$ cat src/rtl/dsp_sched_pkg.sv
// Shared definitions for the DSP pair scheduler.
// Contents:
//   op_t        operation codes in {mode_1, mode_0} form.
//   OPERAND_W   DSP operand width.
//   RESULT_W    DSP result width.
//   DSP_LAT     stages between driving the operands and dsp_p being valid.
//   rsp_entry_t one response FIFO entry: {id, op, data}.
package dsp_sched_pkg;

  localparam int OPERAND_W = 18;
  localparam int RESULT_W  = 72;
  localparam int DSP_LAT   = 2;

  typedef enum logic [1:0] {
    OP_SUM    = 2'b00,
    OP_DUAL   = 2'b01,
    OP_SINGLE = 2'b10
  } op_t;

  typedef struct packed {
    logic                id;
    logic [1:0]          op;
    logic [RESULT_W-1:0] data;
  } rsp_entry_t;

  localparam int RSP_W = $bits(rsp_entry_t);

endpackage

$ cat src/rtl/dsp_rsp_fifo.sv
// Synchronous show-ahead response FIFO.
// Ports:
//   clk, reset        clock and synchronous active-high reset.
//   wr_en, wr_data    push one entry.
//   rd_en             pop the head entry (ignored when empty).
//   rd_data           head entry; zero when the FIFO is empty.
//   count             number of stored entries, 0..DEPTH.
module dsp_rsp_fifo #(
  parameter int DEPTH = 4,
  parameter int WIDTH = 75
) (
  input  logic                     clk,
  input  logic                     reset,
  input  logic                     wr_en,
  input  logic [WIDTH-1:0]         wr_data,
  input  logic                     rd_en,
  output logic [WIDTH-1:0]         rd_data,
  output logic [$clog2(DEPTH):0]   count
);

  localparam int PW = $clog2(DEPTH);
  localparam int CW = PW + 1;

  logic [WIDTH-1:0] mem [DEPTH];
  logic [PW-1:0]    wr_ptr;
  logic [PW-1:0]    rd_ptr;
  logic             empty;
  logic             full;
  logic             do_rd;
  logic             do_wr;

  assign empty = (count == '0);
  assign full  = (count == CW'(DEPTH));
  assign do_rd = rd_en && !empty;
  // A write into a full FIFO is only legal when the head leaves in the same cycle.
  assign do_wr = wr_en && (!full || do_rd);

  assign rd_data = empty ? '0 : mem[rd_ptr];

  always_ff @(posedge clk) begin
    if (do_wr && !reset) begin
      mem[wr_ptr] <= wr_data;
    end
  end

  always_ff @(posedge clk) begin
    if (reset) begin
      wr_ptr <= '0;
      rd_ptr <= '0;
      count  <= '0;
    end else begin
      if (do_wr) wr_ptr <= wr_ptr + PW'(1);
      if (do_rd) rd_ptr <= rd_ptr + PW'(1);
      case ({do_wr, do_rd})
        2'b10:   count <= count + CW'(1);
        2'b01:   count <= count - CW'(1);
        default: count <= count;
      endcase
    end
  end

  // Credit upstream bounds occupancy, so this can only fire on a credit bug.
  always_ff @(posedge clk) begin
    if (!reset) begin
      assert (!(wr_en && full && !do_rd));
    end
  end

endmodule

$ cat src/rtl/dsp_pair_scheduler.sv
// Issue controller sharing one two-multiplier/one-adder DSP block between
// two requesters at up to one operation per cycle.
// Ports:
//   clk, reset                  clock and synchronous active-high reset.
//   reqN_valid/ready/op/a0..b1  requester N request channel (N = 0, 1).
//   dsp_a0..dsp_b1              registered operands to the DSP block.
//   dsp_mode_0/1                registered mode, one cycle behind operands.
//   dsp_p                       DSP result, valid DSP_LAT cycles after operands.
//   rsp_valid/ready/id/op/data  show-ahead response channel, acceptance order.
module dsp_pair_scheduler
  import dsp_sched_pkg::*;
#(
  parameter int RSP_DEPTH = 4
) (
  input  logic                 clk,
  input  logic                 reset,
  input  logic                 req0_valid,
  output logic                 req0_ready,
  input  logic [1:0]           req0_op,
  input  logic [OPERAND_W-1:0] req0_a0,
  input  logic [OPERAND_W-1:0] req0_b0,
  input  logic [OPERAND_W-1:0] req0_a1,
  input  logic [OPERAND_W-1:0] req0_b1,
  input  logic                 req1_valid,
  output logic                 req1_ready,
  input  logic [1:0]           req1_op,
  input  logic [OPERAND_W-1:0] req1_a0,
  input  logic [OPERAND_W-1:0] req1_b0,
  input  logic [OPERAND_W-1:0] req1_a1,
  input  logic [OPERAND_W-1:0] req1_b1,
  output logic [OPERAND_W-1:0] dsp_a0,
  output logic [OPERAND_W-1:0] dsp_b0,
  output logic [OPERAND_W-1:0] dsp_a1,
  output logic [OPERAND_W-1:0] dsp_b1,
  output logic                 dsp_mode_0,
  output logic                 dsp_mode_1,
  input  logic [RESULT_W-1:0]  dsp_p,
  output logic                 rsp_valid,
  input  logic                 rsp_ready,
  output logic                 rsp_id,
  output logic [1:0]           rsp_op,
  output logic [RESULT_W-1:0]  rsp_data
);

  localparam int CW = $clog2(RSP_DEPTH) + 1;

  logic [CW-1:0] outstanding;
  logic [CW-1:0] fifo_count;
  logic          ptr;
  logic          pop;
  logic          issue_ok;
  logic          grant0;
  logic          grant1;
  logic          grant;

  // Tracking pipeline: index 0 = operands driven, DSP_LAT = dsp_p valid.
  logic [DSP_LAT:0] pipe_vld;
  logic [DSP_LAT:0] pipe_id;
  logic [1:0]       pipe_op [DSP_LAT+1];

  rsp_entry_t fifo_wr;
  rsp_entry_t fifo_head;

  // A pop in the same cycle frees a credit, so a full pipeline keeps streaming.
  assign pop      = rsp_valid && rsp_ready;
  assign issue_ok = !reset && ((outstanding < CW'(RSP_DEPTH)) || pop);

  assign grant0 = issue_ok && req0_valid && (!ptr || !req1_valid);
  assign grant1 = issue_ok && req1_valid && (ptr || !req0_valid);
  assign grant  = grant0 || grant1;

  assign req0_ready = grant0;
  assign req1_ready = grant1;

  always_ff @(posedge clk) begin
    if (reset) begin
      ptr         <= 1'b0;
      outstanding <= '0;
    end else begin
      if (grant0)      ptr <= 1'b1;
      else if (grant1) ptr <= 1'b0;
      case ({grant, pop})
        2'b10:   outstanding <= outstanding + CW'(1);
        2'b01:   outstanding <= outstanding - CW'(1);
        default: outstanding <= outstanding;
      endcase
    end
  end

  // Operands go out on the accept edge; idle cycles drive zeros.
  always_ff @(posedge clk) begin
    if (reset || !grant) begin
      dsp_a0 <= '0;
      dsp_b0 <= '0;
      dsp_a1 <= '0;
      dsp_b1 <= '0;
    end else if (grant1) begin
      dsp_a0 <= req1_a0;
      dsp_b0 <= req1_b0;
      dsp_a1 <= req1_a1;
      dsp_b1 <= req1_b1;
    end else begin
      dsp_a0 <= req0_a0;
      dsp_b0 <= req0_b0;
      dsp_a1 <= req0_a1;
      dsp_b1 <= req0_b1;
    end
  end

  always_ff @(posedge clk) begin
    if (reset) begin
      pipe_vld <= '0;
      pipe_id  <= '0;
      for (int i = 0; i <= DSP_LAT; i++) pipe_op[i] <= 2'b00;
    end else begin
      pipe_vld[0] <= grant;
      pipe_id[0]  <= grant1;
      pipe_op[0]  <= grant1 ? req1_op : (grant0 ? req0_op : 2'b00);
      for (int i = 1; i <= DSP_LAT; i++) begin
        pipe_vld[i] <= pipe_vld[i-1];
        pipe_id[i]  <= pipe_id[i-1];
        pipe_op[i]  <= pipe_op[i-1];
      end
    end
  end

  // The DSP latches operands one edge later and applies mode the edge after,
  // so the mode comes from stage 0 rather than alongside the operands.
  always_ff @(posedge clk) begin
    if (reset) begin
      dsp_mode_0 <= 1'b0;
      dsp_mode_1 <= 1'b0;
    end else begin
      dsp_mode_0 <= pipe_vld[0] && pipe_op[0][0];
      dsp_mode_1 <= pipe_vld[0] && pipe_op[0][1];
    end
  end

  assign fifo_wr.id   = pipe_id[DSP_LAT];
  assign fifo_wr.op   = pipe_op[DSP_LAT];
  assign fifo_wr.data = dsp_p;

  dsp_rsp_fifo #(
    .DEPTH (RSP_DEPTH),
    .WIDTH (RSP_W)
  ) u_rsp_fifo (
    .clk     (clk),
    .reset   (reset),
    .wr_en   (pipe_vld[DSP_LAT]),
    .wr_data (fifo_wr),
    .rd_en   (pop),
    .rd_data (fifo_head),
    .count   (fifo_count)
  );

  assign rsp_valid = (fifo_count != '0);
  assign rsp_id    = fifo_head.id;
  assign rsp_op    = fifo_head.op;
  assign rsp_data  = fifo_head.data;

endmodule

$ cat config.mk
export PLATFORM = sky130hd
export DESIGN_NAME = dsp_pair_scheduler
export DESIGN_NICKNAME = d
export VERILOG_FILES = /design/src/rtl/dsp_sched_pkg.sv /design/src/rtl/dsp_rsp_fifo.sv /design/src/rtl/dsp_pair_scheduler.sv
export SDC_FILE = /design/constraint.sdc
export NUM_CORES = 1
export LEC_CHECK = 0
export BUFFER_PORTS_ARGS = -buffer_cell sky130_fd_sc_hd__buf_2
export CAP_MARGIN = 0
export CORE_MARGIN = 5
export CORE_UTILIZATION = 30
export DETAILED_ROUTE_END_ITERATION = 10
export GPL_ROUTABILITY_DRIVEN = 0
export PLACE_DENSITY = 0.51
export SYNTH_ARGS = -nofsm -noshare
export SYNTH_HDL_FRONTEND = slang
export SYNTH_SLANG_ARGS = --single-unit
$ cat constraint.sdc
create_clock -name clk -period 21.3 [get_ports clk]
set_input_delay 0 -clock clk [delete_from_list [all_inputs] [get_ports clk]]
set_output_delay 0 -clock clk [all_outputs]
set_load 0.1 [all_outputs]
Yosys cells after proc, flatten, opt, wreduce, memory -nomap -nowiden

Memory sizes are Yosys's and may differ from the RTL's. A register that Yosys moved wholly into a read port is not among the register bits.
Cells that the tools add are included.

Memory bits (read-only): 0
Output and inout port bits: 152
Logic and storage cells: 80
Latch bits: 0
Memories kept: 2
Flip-flop bits (word level): 91
Input port bits: 225
Bits in writable memories: 306

Divide/modulo/power cells: 0
Add/subtract/negate cells: 6
Bitwise logic cells: 3
$mul: 0
Reductions and logical operators: 29
$lt $le $gt $ge: 1
Multiplexer cells: 21
Shifts and indexed selects: 0
Equal/unequal tests: 5

Memories:

| memory         | words | width | rd ports | clocked after memory_dff | wr ports | RTL line                 | text |
|---|---|---|---|---|---|---|---|
| u_rsp_fifo.mem | 4     | 75    | 1        | 1                        | 1        | dsp_rsp_fifo.sv:24       | `logic [WIDTH-1:0] mem [DEPTH];` |
| pipe_op        | 3     | 2     | 3        | 0                        | 3        | dsp_pair_scheduler.sv:59 | `logic [1:0] pipe_op [DSP_LAT+1];` |

Operator list:

| cell                | number |
|---|---|
| $mux 75             | 1 |
| $mux 18             | 4 |
| $mux 2              | 7 |
| $pmux 3 s2          | 2 |
| $logic_and 1x1->1   | 11 |
| $logic_not 1->1     | 7 |
| $mux 1              | 7 |
| $add 3x1->3 const B | 2 |
| $logic_or 1x1->1    | 6 |
| $reduce_bool 2->1   | 3 |
| $sub 3x1->3 const B | 2 |
| $add 2x1->2 const B | 2 |
| $eq 2x1->1 const B  | 2 |
| $eq 2x2->1 const B  | 2 |
| $eq 3x3->1 const B  | 1 |
| $logic_not 3->1     | 1 |
| $lt 3x3->1 const B  | 1 |
| $or 1x1->1          | 3 |
| $reduce_bool 3->1   | 1 |

Longest topological paths before layout

Gate-level depths: netlist of run 1.

Depth after elaboration: 9
Gate-level depth with buffers: 10
Gate-level depth less buffers: 9

By module

From an unflattened synthesis of run 1, not the netlist that was laid out.

Cells, all modules: 946
Area total of the unflattened synthesis: 15,747.6 µm²

Modules (own cells, without submodules):

| module             | seq. area each (µm²) | times used | area each (µm²) | cells an instance |
|---|---|---|---|---|
| dsp_rsp_fifo       | 9,188.8              | 1          | 11,890.2        | 539 |
| dsp_pair_scheduler | 1,801.7              | 1          | 3,857.4         | 407 |

Worst setup path before layout of run 1

Ideal clock, no wire load.

Kind: flip-flop to flip-flop
Start: reg u_rsp_fifo.count[0]
End: mem u_rsp_fifo.mem[0][0], enable pin
Data arrival time: 6.246 ns
Stages on the path, launching flop included: 4
Data required time: 20.684 ns
Slack: 14.438 ns
Cells stage by stage: dfxtp_1 > o41a_1 > inv_1 > nor3b_1

Word-level cells in the longest chain between the ends: 8

RTL lines:

| element                                              | RTL line                                      | text |
|---|---|---|
| start: declaration                                   | dsp_rsp_fifo.sv:18                            | `output logic [$clog2(DEPTH):0] count` |
| start signal: assignment                             | dsp_rsp_fifo.sv:55                            | `2'b10: count <= count + CW'(1);` |
| start signal: assignment                             | dsp_rsp_fifo.sv:56                            | `2'b01: count <= count - CW'(1);` |
| start signal: assignment                             | dsp_rsp_fifo.sv:57                            | `default: count <= count;` |
| $reduce_bool 3->1 or $logic_not 3->1 (tied branches) | dsp_pair_scheduler.sv:156, dsp_rsp_fifo.sv:32 |  |
| $logic_and 1x1->1 or $logic_not 1->1 (tied branches) | dsp_pair_scheduler.sv:65, dsp_rsp_fifo.sv:34  |  |
| $logic_and 1x1->1                                    | dsp_rsp_fifo.sv:34                            | `assign do_rd = rd_en && !empty;` |
| $logic_or 1x1->1 *                                   | dsp_rsp_fifo.sv:36                            | `assign do_wr = wr_en && (!full \|\| do_rd);` |
| $logic_and 1x1->1 *                                  | dsp_rsp_fifo.sv:36                            |  |
| $logic_and 1x1->1 *                                  | dsp_rsp_fifo.sv:41                            | `if (do_wr && !reset) begin` |
| $mux 1 *                                             | dsp_rsp_fifo.sv:41                            |  |
| $mux 1 (implied by the code) *                       | dsp_rsp_fifo.sv:42                            | `mem[wr_ptr] <= wr_data;` |
| end: declaration                                     | dsp_rsp_fifo.sv:24                            |  |

Every way passes the cells marked *; elsewhere a longest branch is shown, timed or not.

==> flow_metrics.py, run 1 <==
metrics = {
    "pwr": {
        "vdd_ir_drop_max_mv": 0.06045,
        "swShare_pct": 36.46,
        "p_comb_share_pct": 29.5,
        "seqPwrFrac_pct": 37.6,
        "cellPowerDensity_nw_per_um2": 106.5,
        "pwr-share-clk_pct": 33.0,
        "total_power_mw": 2.330,
        "power.net_switching_mw": 0.8495,
        "p_leak_nw": 8.157,
        "power.internal_mw": 1.480,
    },
    "cts": {
        "cts_max_path_buffers": 3,
        "tritoncts": "built",
        "clock-sinks": 399,
        "cts_hold_buf": 231,
        "root_buffer": "clkbuf_16",
        "clock_latency_ns": 0.57,
        "clk_pin_slew_ns": 0.05,
        "cts_resized": 0,
        "cts_buffers": 44,
        "post_cts_buffers": 0,
        "htreeDepth": 2,
    },
    "timing": {
        "max_freq_ghz": 0.2992,
        "drv_slew": 0,
        "max_slew_margin_pct": 36.46,
        "finalWorstSetupSlack_ns": 17.96,
        "hold_violations": 0,
        "tns_ns": 0,
        "hold_ws_ns": 0.1348,
        "fin_crit_sh_pct": 15.69,
        "min_period_ns": 3.342,
        "tightest_slew_ns": 0.9531,
        "clock_skew_ns": 0.01796,
        "rsz0062_at_grt": "false",
        "setup_viol": 0,
    },
    "critical_path": {
        "cp-end-kind": "output port",
        "worstRegToRegCells": 5,
        "reg2reg_to": "u_rsp_fifo.mem[2][49]$_DFFE_PP_",
        "worstReg2RegStart": "u_rsp_fifo.count[0]$_SDFFE_PP0P_",
        "worst_setup_path_start_kind": "flip-flop",
        "crit_arrival_ns": 3.34,
        "path_class": "reg -> out",
        "cp.required_ns": 21.30,
        "worstPathMaxFanout": 42,
        "r2r_setup_slack_ns": 18.40,
    },
    "synth": {
        "synth_most_common_cell": "edfxtp_1",
        "synth_cell_type_count": 32,
        "synthSimpleGateAreaFrac_pct": 4.118,
        "synth_ff_type": "edfxtp_1",
        "synth_compound_area_share_pct": 10.34,
        "synth_xor_area_share_pct": 0.3371,
        "synthMuxAreaShare_pct": 11.04,
        "yosysTopAreaCellShare_pct": 57.79,
        "synth_top_family_by_area": "multiplexers",
        "syn-instance-count": 931,
        "synth.avg_cell_area_sq_um": 16.74,
        "ys_ff_latch": 399,
        "synth_enable_flop_cells": 300,
        "yosys.area.top_type": "edfxtp_1",
        "netlist_top_cells_count": "300 x edfxtp_1, 148 x o211ai_1, 99 x dfxtp_1",
        "synthAdderAreaFrac_pct": 0.7385,
        "async_flop_share_pct": 0,
        "syn_area_sq_um": 15590,
        "ys_warn_count": 0,
        "syn_nets": 1164,
        "synth-seq-area-share_pct": 70.51,
        "netlist_top_cells_area": "edfxtp_1 58%, dfxtp_1 13%, mux4_2 11%",
    },
    "die": {
        "die_x_um": 237.9,
        "initial_utilization_pct": 30.32,
        "rows": 83,
        "die-area_sq_um": 56620,
        "ios": 377,
        "core_sq_um": 51410,
        "chipHeight_um": 237.9,
    },
    "detailed_routing": {
        "wl_mm": 44.15,
        "vias": 10540,
        "wire_per_inst_um": 19.73,
        "dr.first_iter.drc_count": 490,
        "via_per_inst": 4.711,
        "first_pass_iters": 4,
        "antenna_left": 0,
        "route.detailed.drc": 0,
    },
    "global_routing": {
        "grt_pass1_wl_mm": 67.63,
        "grt_max_degree": 80,
        "overflow": 0,
        "antenna_found_initial": 5,
        "grt_util_all_layers_pct": 15.19,
        "first_global_vias": 11490,
    },
    "finish": {
        "fin_nets": 1752,
        "drive_gt1_share_pct": 35.65,
        "syn2layout_area_growth_pct": 40.33,
    },
    "run": {
        "maxCapViolations": 0,
    },
    "min_path": {
        "min-delay-start": "req1_valid",
        "hp-class": "in -> reg",
        "hold_depth": 4,
        "min_to": "pipe_vld[0]$_SDFF_PP0_",
    },
    "placement": {
        "pre_cts_ws_ns": 18.33,
        "hpwl_mm": 27.13,
        "port_buffers": 376,
    },
    "outcome": {
        "outcome": "finished, final reports clean",
    },
}
[how the worst max path moves through the flow]
stage / cells past startpoint / to / start / slack (ns)
after CTS: 4 / rsp_data[59] / flip-flop / 17.74
after detailed placement: 5 / u_rsp_fifo.mem[2][49]$_DFFE_PP_ / u_rsp_fifo.count[0]$_SDFFE_PP0P_ / 18.33
after floorplan: 3 / u_rsp_fifo.mem[0][0]$_DFFE_PP_ / u_rsp_fifo.count[0]$_SDFFE_PP0P_ / 14.44
after global placement: 5 / u_rsp_fifo.mem[2][49]$_DFFE_PP_ / u_rsp_fifo.count[0]$_SDFFE_PP0P_ / 18.35
after global routing: 4 / rsp_data[20] / flip-flop / 17.59
final: 4 / rsp_data[50] / flip-flop / 17.96
[stage by stage]
stage / area (sq um) / utilization (%) / cells
2_1_floorplan: 15590 / - / 931
3_3_place_gp: 18090 / 35.19 / 1922
3_5_place_dp: 18090 / 35.19 / 1922
4_1_cts: 21870 / 42.54 / 2234
5_1_grt: 21870 / 42.55 / 2236
6_report: 21870 / 42.55 / 2237
[power by group through the flow]
| stage | Combinational, mW | Sequential [mW] | Clock, mW |
|---|---|---|---|
| 2_1_floorplan | 0.461 | 0.962 | 0 |
| 3_3_place_gp | 0.654 | 0.892 | 0 |
| 3_5_place_dp | 0.655 | 0.893 | 0 |
| 4_1_cts | 0.695 | 0.877 | 0.796 |
| 5_1_grt | 0.720 | 0.879 | 0.828 |
| 6_report | 0.687 | 0.875 | 0.768 |
[state kept, by name, summed over array words and instances (netlist names), named ones only]
register           count
outstanding            3
dsp_mode_0             1
pipe_id                3
dsp_b0                18
dsp_a0                18
dsp_mode_1             1
u_rsp_fifo.rd_ptr      2
dsp_b1                18
pipe_op                6
u_rsp_fifo.mem       300
u_rsp_fifo.count       3
pipe_vld               3
u_rsp_fifo.wr_ptr      2
dsp_a1                18
ptr                    1
[cell type report]
cell class / count / area, sq um
multi-input combinational: 436 / 4168
sequential: 399 / 11000
tap: 680 / 850.8
inverter: 11 / 41.29
clock buffer: 54 / 1191
antenna: 3 / 7.507
timing repair buffer: 627 / 4344
clock inverter: 27 / 271.5
fill: 4765 / 29530
[layout by cell type, fill, tap and decap left out, types with 4 or more instances in the layout]
cell	instances
dfxtp_1	96
nor2b_1	8
edfxtp_1	300
clkbuf_16	46
inv_1	8
mux4_2	75
clkinv_1	7
ha_1	6
o211ai_1	148
nor3b_2	4
a21oi_1	77
nor2_1	10
buf_2	376
clkbuf_1	7
and2_1	78
buf_4	20
xor2_1	5
bufinv_16	5
dlygate4sd3_1	231
clkinv_2	12
[worst max-delay path, cell delays in order, from the launching register on]
cell     delay [ns]
dfxtp_4        0.81
buf_4          0.82
mux4_2         0.64
and2_1         0.18
buf_2          0.28
[cell families (layout without fill, tap and decap cells)]
group,count (synthesis),in the layout
flops,399,399
compound gates,238,238
mux,78,78
xor+xnor,6,6
simple gates,106,106
other cells,0,3
buf+inv,96,719
fa+ha+maj,8,8
[per-layer routing]
| metal | global-route usage (%) | up-vias | wire [um] |
|---|---|---|---|
| li1 | - | 4880 | - |
| met1 | 18.38 | 5192 | 17480 |
| met2 | 25.84 | 384 | 21670 |
| met4 | 5.440 | 6 | 1304 |
| met3 | 4.612 | 77 | 3642 |
| met5 | 0 | - | 47 |
No activity file was read; power rests on OpenSTA's default activity.
==> run 2, diff against run 1 <==
--- a/config.mk
+++ b/config.mk
@@ -11,7 +11,7 @@
 export CORE_UTILIZATION = 30
 export DETAILED_ROUTE_END_ITERATION = 10
 export GPL_ROUTABILITY_DRIVEN = 0
-export PLACE_DENSITY = 0.51
+export PLACE_DENSITY = 0.53
 export SYNTH_ARGS = -nofsm -noshare
 export SYNTH_HDL_FRONTEND = slang
 export SYNTH_SLANG_ARGS = --single-unit
==> constraint.sdc (replaced) <==
create_clock -name clk -period 2.95 [get_ports clk]
set_input_delay 0 -clock clk [delete_from_list [all_inputs] [get_ports clk]]
set_output_delay 0 -clock clk [all_outputs]
set_load 0.1 [all_outputs]
==> flow_metrics.py, run 2 (synthesis results as in run 1) <==
metrics = {
    "outcome": {
        "outcome": "finished, final reports clean",
    },
    "critical_path": {
        "crit_arrival_ns": 2.64,
        "cp-end-kind": "output port",
        "r2r_setup_slack_ns": 0.49,
        "worst_setup_path_start_kind": "flip-flop",
        "cp.required_ns": 2.95,
        "worstReg2RegStart": "u_rsp_fifo.count[0]$_SDFFE_PP0P_",
        "crit_family": "flip-flops",
        "worstRegToRegCells": 5,
        "critPathBufInv": 2,
        "reg2reg_to": "dsp_a0[17]$_SDFF_PP0_",
        "worstPathMaxFanout": 23,
        "crit_slowest_cell": "dfxtp_4",
        "path_class": "reg -> out",
        "worstPathCellList": "buf_4 > mux4_2 > and2_1 > buf_2",
        "slowest_delay_ns": 0.68,
    },
    "detailed_routing": {
        "via_per_inst": 4.780,
        "antenna_left": 0,
        "wl_mm": 43.53,
        "dr.first_iter.drc_count": 586,
        "route.detailed.drc": 0,
        "wire_per_inst_um": 19.50,
        "first_pass_iters": 4,
        "vias": 10670,
    },
    "global_routing": {
        "grt_use_met1_pct": 18.41,
        "grt_use_met2_pct": 24.56,
        "gr-max-usage-layer": "met2",
        "antenna_found_initial": 5,
        "grt_pass1_wl_mm": 66.58,
        "grt_max_degree": 79,
        "grt_util_all_layers_pct": 14.99,
        "first_global_vias": 11420,
        "grtUsageMet3_pct": 5.190,
        "overflow": 0,
    },
    "finish": {
        "regMostFlops": "u_rsp_fifo.mem",
        "fin_nets": 1746,
        "final_common_cell": "buf_2",
        "layout_common_cells": "376 x buf_2, 300 x edfxtp_1, 223 x dlygate4sd3_1",
        "largest_register_ffs": 300,
        "drive_gt1_share_pct": 35.75,
        "final_util_pct": 42.69,
        "syn2layout_area_growth_pct": 40.79,
    },
    "cts": {
        "clock_latency_ns": 0.58,
        "cts_max_path_buffers": 3,
        "clk_pin_slew_ns": 0.06,
        "cts_resized": 0,
        "post_cts_buffers": 0,
        "clock-sinks": 399,
        "root_buffer": "clkbuf_16",
        "cts_buffers": 45,
        "tritoncts": "built",
        "cts_hold_buf": 223,
        "htreeDepth": 2,
    },
    "min_path": {
        "min_to": "outstanding[1]$_SDFFE_PP0P_",
        "min-delay-start": "req1_valid",
        "hp-class": "in -> reg",
        "hold_depth": 6,
    },
    "timing": {
        "hold_ws_ns": 0.09263,
        "tns_ns": 0,
        "max_freq_ghz": 0.3781,
        "max_slew_margin_pct": 40.48,
        "fin_crit_sh_pct": 89.65,
        "setup_viol": 0,
        "rsz0062_at_grt": "false",
        "tightest_slew_ns": 0.8927,
        "hold_violations": 0,
        "drv_slew": 0,
        "min_period_ns": 2.645,
        "clock_skew_ns": 0.008072,
    },
    "pwr": {
        "total_power_mw": 16.79,
        "cellPowerDensity_nw_per_um2": 765.0,
        "vdd_ir_drop_max_mv": 0.6056,
        "p_leak_nw": 8.169,
    },
    "die": {
        "chipHeight_um": 237.9,
        "core_sq_um": 51410,
        "rows": 83,
        "die-area_sq_um": 56620,
        "die_x_um": 237.9,
        "initial_utilization_pct": 30.32,
        "ios": 377,
    },
    "placement": {
        "hpwl_mm": 25.90,
        "port_buffers": 376,
    },
    "run": {
        "maxCapViolations": 0,
    },
}
## run 2: tightest hold or removal path: stages
cell and delay (ns):
buf_2 0.11, inv_2 0.05, a21o_1 0.11, ha_1 0.20, mux2i_1 0.09, nor2_1 0.08
## run 2: how the worst max path moves through the flow
| stage | to | slack, ns | start | cells past startpoint |
|---|---|---|---|---|
| 2_1_floorplan | u_rsp_fifo.mem[2][0]$_DFFE_PP_ | -0.12 | u_rsp_fifo.count[2]$_SDFFE_PP0P_ | 4 |
| 3_3_place_gp | u_rsp_fifo.count[2]$_SDFFE_PP0P_ | 0.58 | u_rsp_fifo.count[2]$_SDFFE_PP0P_ | 9 |
| 3_5_place_dp | u_rsp_fifo.count[2]$_SDFFE_PP0P_ | 0.56 | u_rsp_fifo.count[2]$_SDFFE_PP0P_ | 9 |
| 4_1_cts | rsp_data[39] | 0.17 | flip-flop | 4 |
| 5_1_grt | rsp_data[68] | 0.08 | flip-flop | 4 |
| 6_report | rsp_data[37] | 0.31 | flip-flop | 4 |
## run 2: layout make-up
class	instances	area [sq um]
clock buffers	59	1231
diodes	5	12.51
flip-flops and latches	399	11010
fillers	4632	29460
clock inverters	22	230.2
well taps	680	850.8
multi-input cells	436	4203
repair buffers	620	4372
inverters	11	41.29
## run 2: per-layer routing
metal  routed length (um)  vias up  share of wire, %
met5                    0        -                 0
met4                 1566        0               3.6
met3                 3782       78               8.7
met2                20780      410                48
met1                17400     5307                40
li1                     -     4874                 -
## run 2: power breakdown
part / leakage (nW) / internal (mW) / switching, mW
clock network: 0.700 / 3.22 / 2.26
logic: 3.95 / 1.23 / 3.78
registers: 3.52 / 6.18 / 0.119
## run 2: metrics by stage
step                      setup WS, ns  cells  cell area, sq um
after CTS                       0.1734   2227             21930
after detailed placement        0.5595   1923             18240
after floorplan                -0.1214    931             15650
after global placement          0.5755   1923             18240
final                           0.3054   2232             21950
after global routing           0.08131   2230             21940
==> run 3, diff against run 2 <==
==> constraint.sdc (replaced) <==
create_clock -name clk -period 2.95 [get_ports clk]
set_input_delay 0.295 -clock clk [delete_from_list [all_inputs] [get_ports clk]]
set_output_delay 0.295 -clock clk [all_outputs]
set_load 0.1 [all_outputs]
==> flow_metrics.py, run 3 (synthesis results as in run 1) <==
metrics = {
    "cts": {
        "cts_buffers": 45,
        "root_buffer": "clkbuf_16",
        "clock-sinks": 399,
        "cts_max_path_buffers": 3,
        "tritoncts": "built",
        "clk_pin_slew_ns": 0.06,
        "post_cts_buffers": 0,
        "htreeDepth": 2,
        "clock_latency_ns": 0.56,
    },
    "timing": {
        "fin_crit_sh_pct": 92.10,
        "hold_violations": 0,
        "max_slew_margin_pct": 40.37,
        "drv_slew": 0,
        "min_period_ns": 2.717,
        "max_freq_ghz": 0.3680,
        "tightest_slew_ns": 0.8944,
        "rsz0062_at_grt": "false",
        "clock_skew_ns": 0.01065,
        "setup_viol": 0,
    },
    "global_routing": {
        "first_global_vias": 11180,
        "antenna_found_initial": 5,
        "overflow": 0,
        "grt_util_all_layers_pct": 14.50,
        "grt_pass1_wl_mm": 64.65,
        "grt_max_degree": 77,
    },
    "critical_path": {
        "critPathBufInv": 2,
        "worstReg2RegStart": "u_rsp_fifo.count[2]$_SDFFE_PP0P_",
        "crit_family": "buffers and inverters",
        "cp.required_ns": 2.65,
        "worstPathCellList": "buf_12 > mux4_2 > and2_1 > buf_2",
        "worstPathMaxFanout": 28,
        "crit_slowest_cell": "dfxtp_4",
        "cp-end-kind": "output port",
        "worst_setup_path_start_kind": "flip-flop",
        "path_class": "reg -> out",
        "crit_arrival_ns": 2.42,
        "slowest_delay_ns": 0.53,
    },
    "finish": {
        "regMostFlops": "u_rsp_fifo.mem",
        "final_common_cell": "buf_2",
        "largest_register_ffs": 300,
        "stdcell_count": 2169,
        "fin_nets": 1687,
        "drive_gt1_share_pct": 37.84,
        "layout_common_cells": "374 x buf_2, 300 x edfxtp_1, 157 x dlygate4sd3_1",
        "syn2layout_area_growth_pct": 36.38,
        "final_util_pct": 41.35,
    },
    "detailed_routing": {
        "first_pass_iters": 4,
        "vias": 10400,
        "via_per_inst": 4.794,
        "route.detailed.drc": 0,
        "antenna_left": 0,
        "wire_per_inst_um": 19.64,
        "wl_mm": 42.60,
        "dr.first_iter.drc_count": 429,
    },
    "die": {
        "ios": 377,
        "rows": 83,
        "die_x_um": 237.9,
        "core_sq_um": 51410,
        "initial_utilization_pct": 30.32,
        "die-area_sq_um": 56620,
        "chipHeight_um": 237.9,
    },
    "placement": {
        "port_buffers": 376,
        "hpwl_mm": 26.65,
        "place_inst": 1930,
    },
    "pwr": {
        "vdd_ir_drop_max_mv": 0.4596,
        "cellPowerDensity_nw_per_um2": 775.5,
        "p_leak_nw": 7.785,
    },
    "outcome": {
        "outcome": "finished, final reports clean",
    },
    "min_path": {
        "hp-class": "in -> reg",
        "min-delay-start": "req1_a1[10]",
    },
    "run": {
        "maxCapViolations": 0,
    },
}
## run 3: layer usage
layer / track usage, % / vias to the layer above / part of all wire (%)
met5: 0 / - / 0.080
met1: 17.54 / 5142 / 39
met2: 24.53 / 418 / 49
li1: - / 4750 / -
met3: 4.669 / 82 / 8.5
met4: 5.055 / 6 / 3.2
## run 3: stage by stage
stage          instance area [sq um]  hold WS, ns  power [mW]  setup WS [ns]  TNS [ns]
2_1_floorplan                  15660       0.3939       10.29        -0.1216    -36.48
3_3_place_gp                   18310       0.4179       11.23         0.5084         0
3_5_place_dp                   18310       0.4323       11.24         0.5099         0
4_1_cts                        21250    0.0002504       16.72        0.04056         0
5_1_grt                        21260    0.0008324       17.15        0.07346         0
6_report                       21260      0.04155       16.49         0.2330         0
## run 3: cell type report
cell class,instances,area (sq um)
inverters,11,41.29
flip-flops and latches,399,11010
clock buffers,57,1191
repair buffers,561,3785
clock inverters,24,178.9
well taps,680,850.8
multi-input cells,436,4203
diodes,1,2.502
fillers,4769,30150
## run 3: worst min-delay path: stages
cell and delay, ns:
buf_2 0.10, o211ai_1 0.08, a21oi_1 0.07
## run 3: final timing paths
check / slack (ns) / cells past startpoint / to
worst max-delay path: 0.23 / 4 / rsp_data[66]
worst min-delay path: 0.04 / 3 / dsp_a1[10]$_SDFF_PP0_
worst min register to register: 0.44 / 1 / pipe_op[0][5]$_SDFF_PP0_
worst max register to register: 0.57 / 9 / u_rsp_fifo.count[2]$_SDFFE_PP0P_
## run 3: timing repair
item,in CTS,in global routing
hold buffers,157,0
setup endpoints to repair,0,2
resized for setup,0,1
endpoints found under the hold margin,352,0
## run 3: report_power, final
group          internal, mW  leakage (nW)  switching, mW  total [mW]
combinational          1.17          3.61           3.80        4.97
sequential             6.18          3.52         0.0933        6.27
clock                  3.03         0.656           2.21        5.24
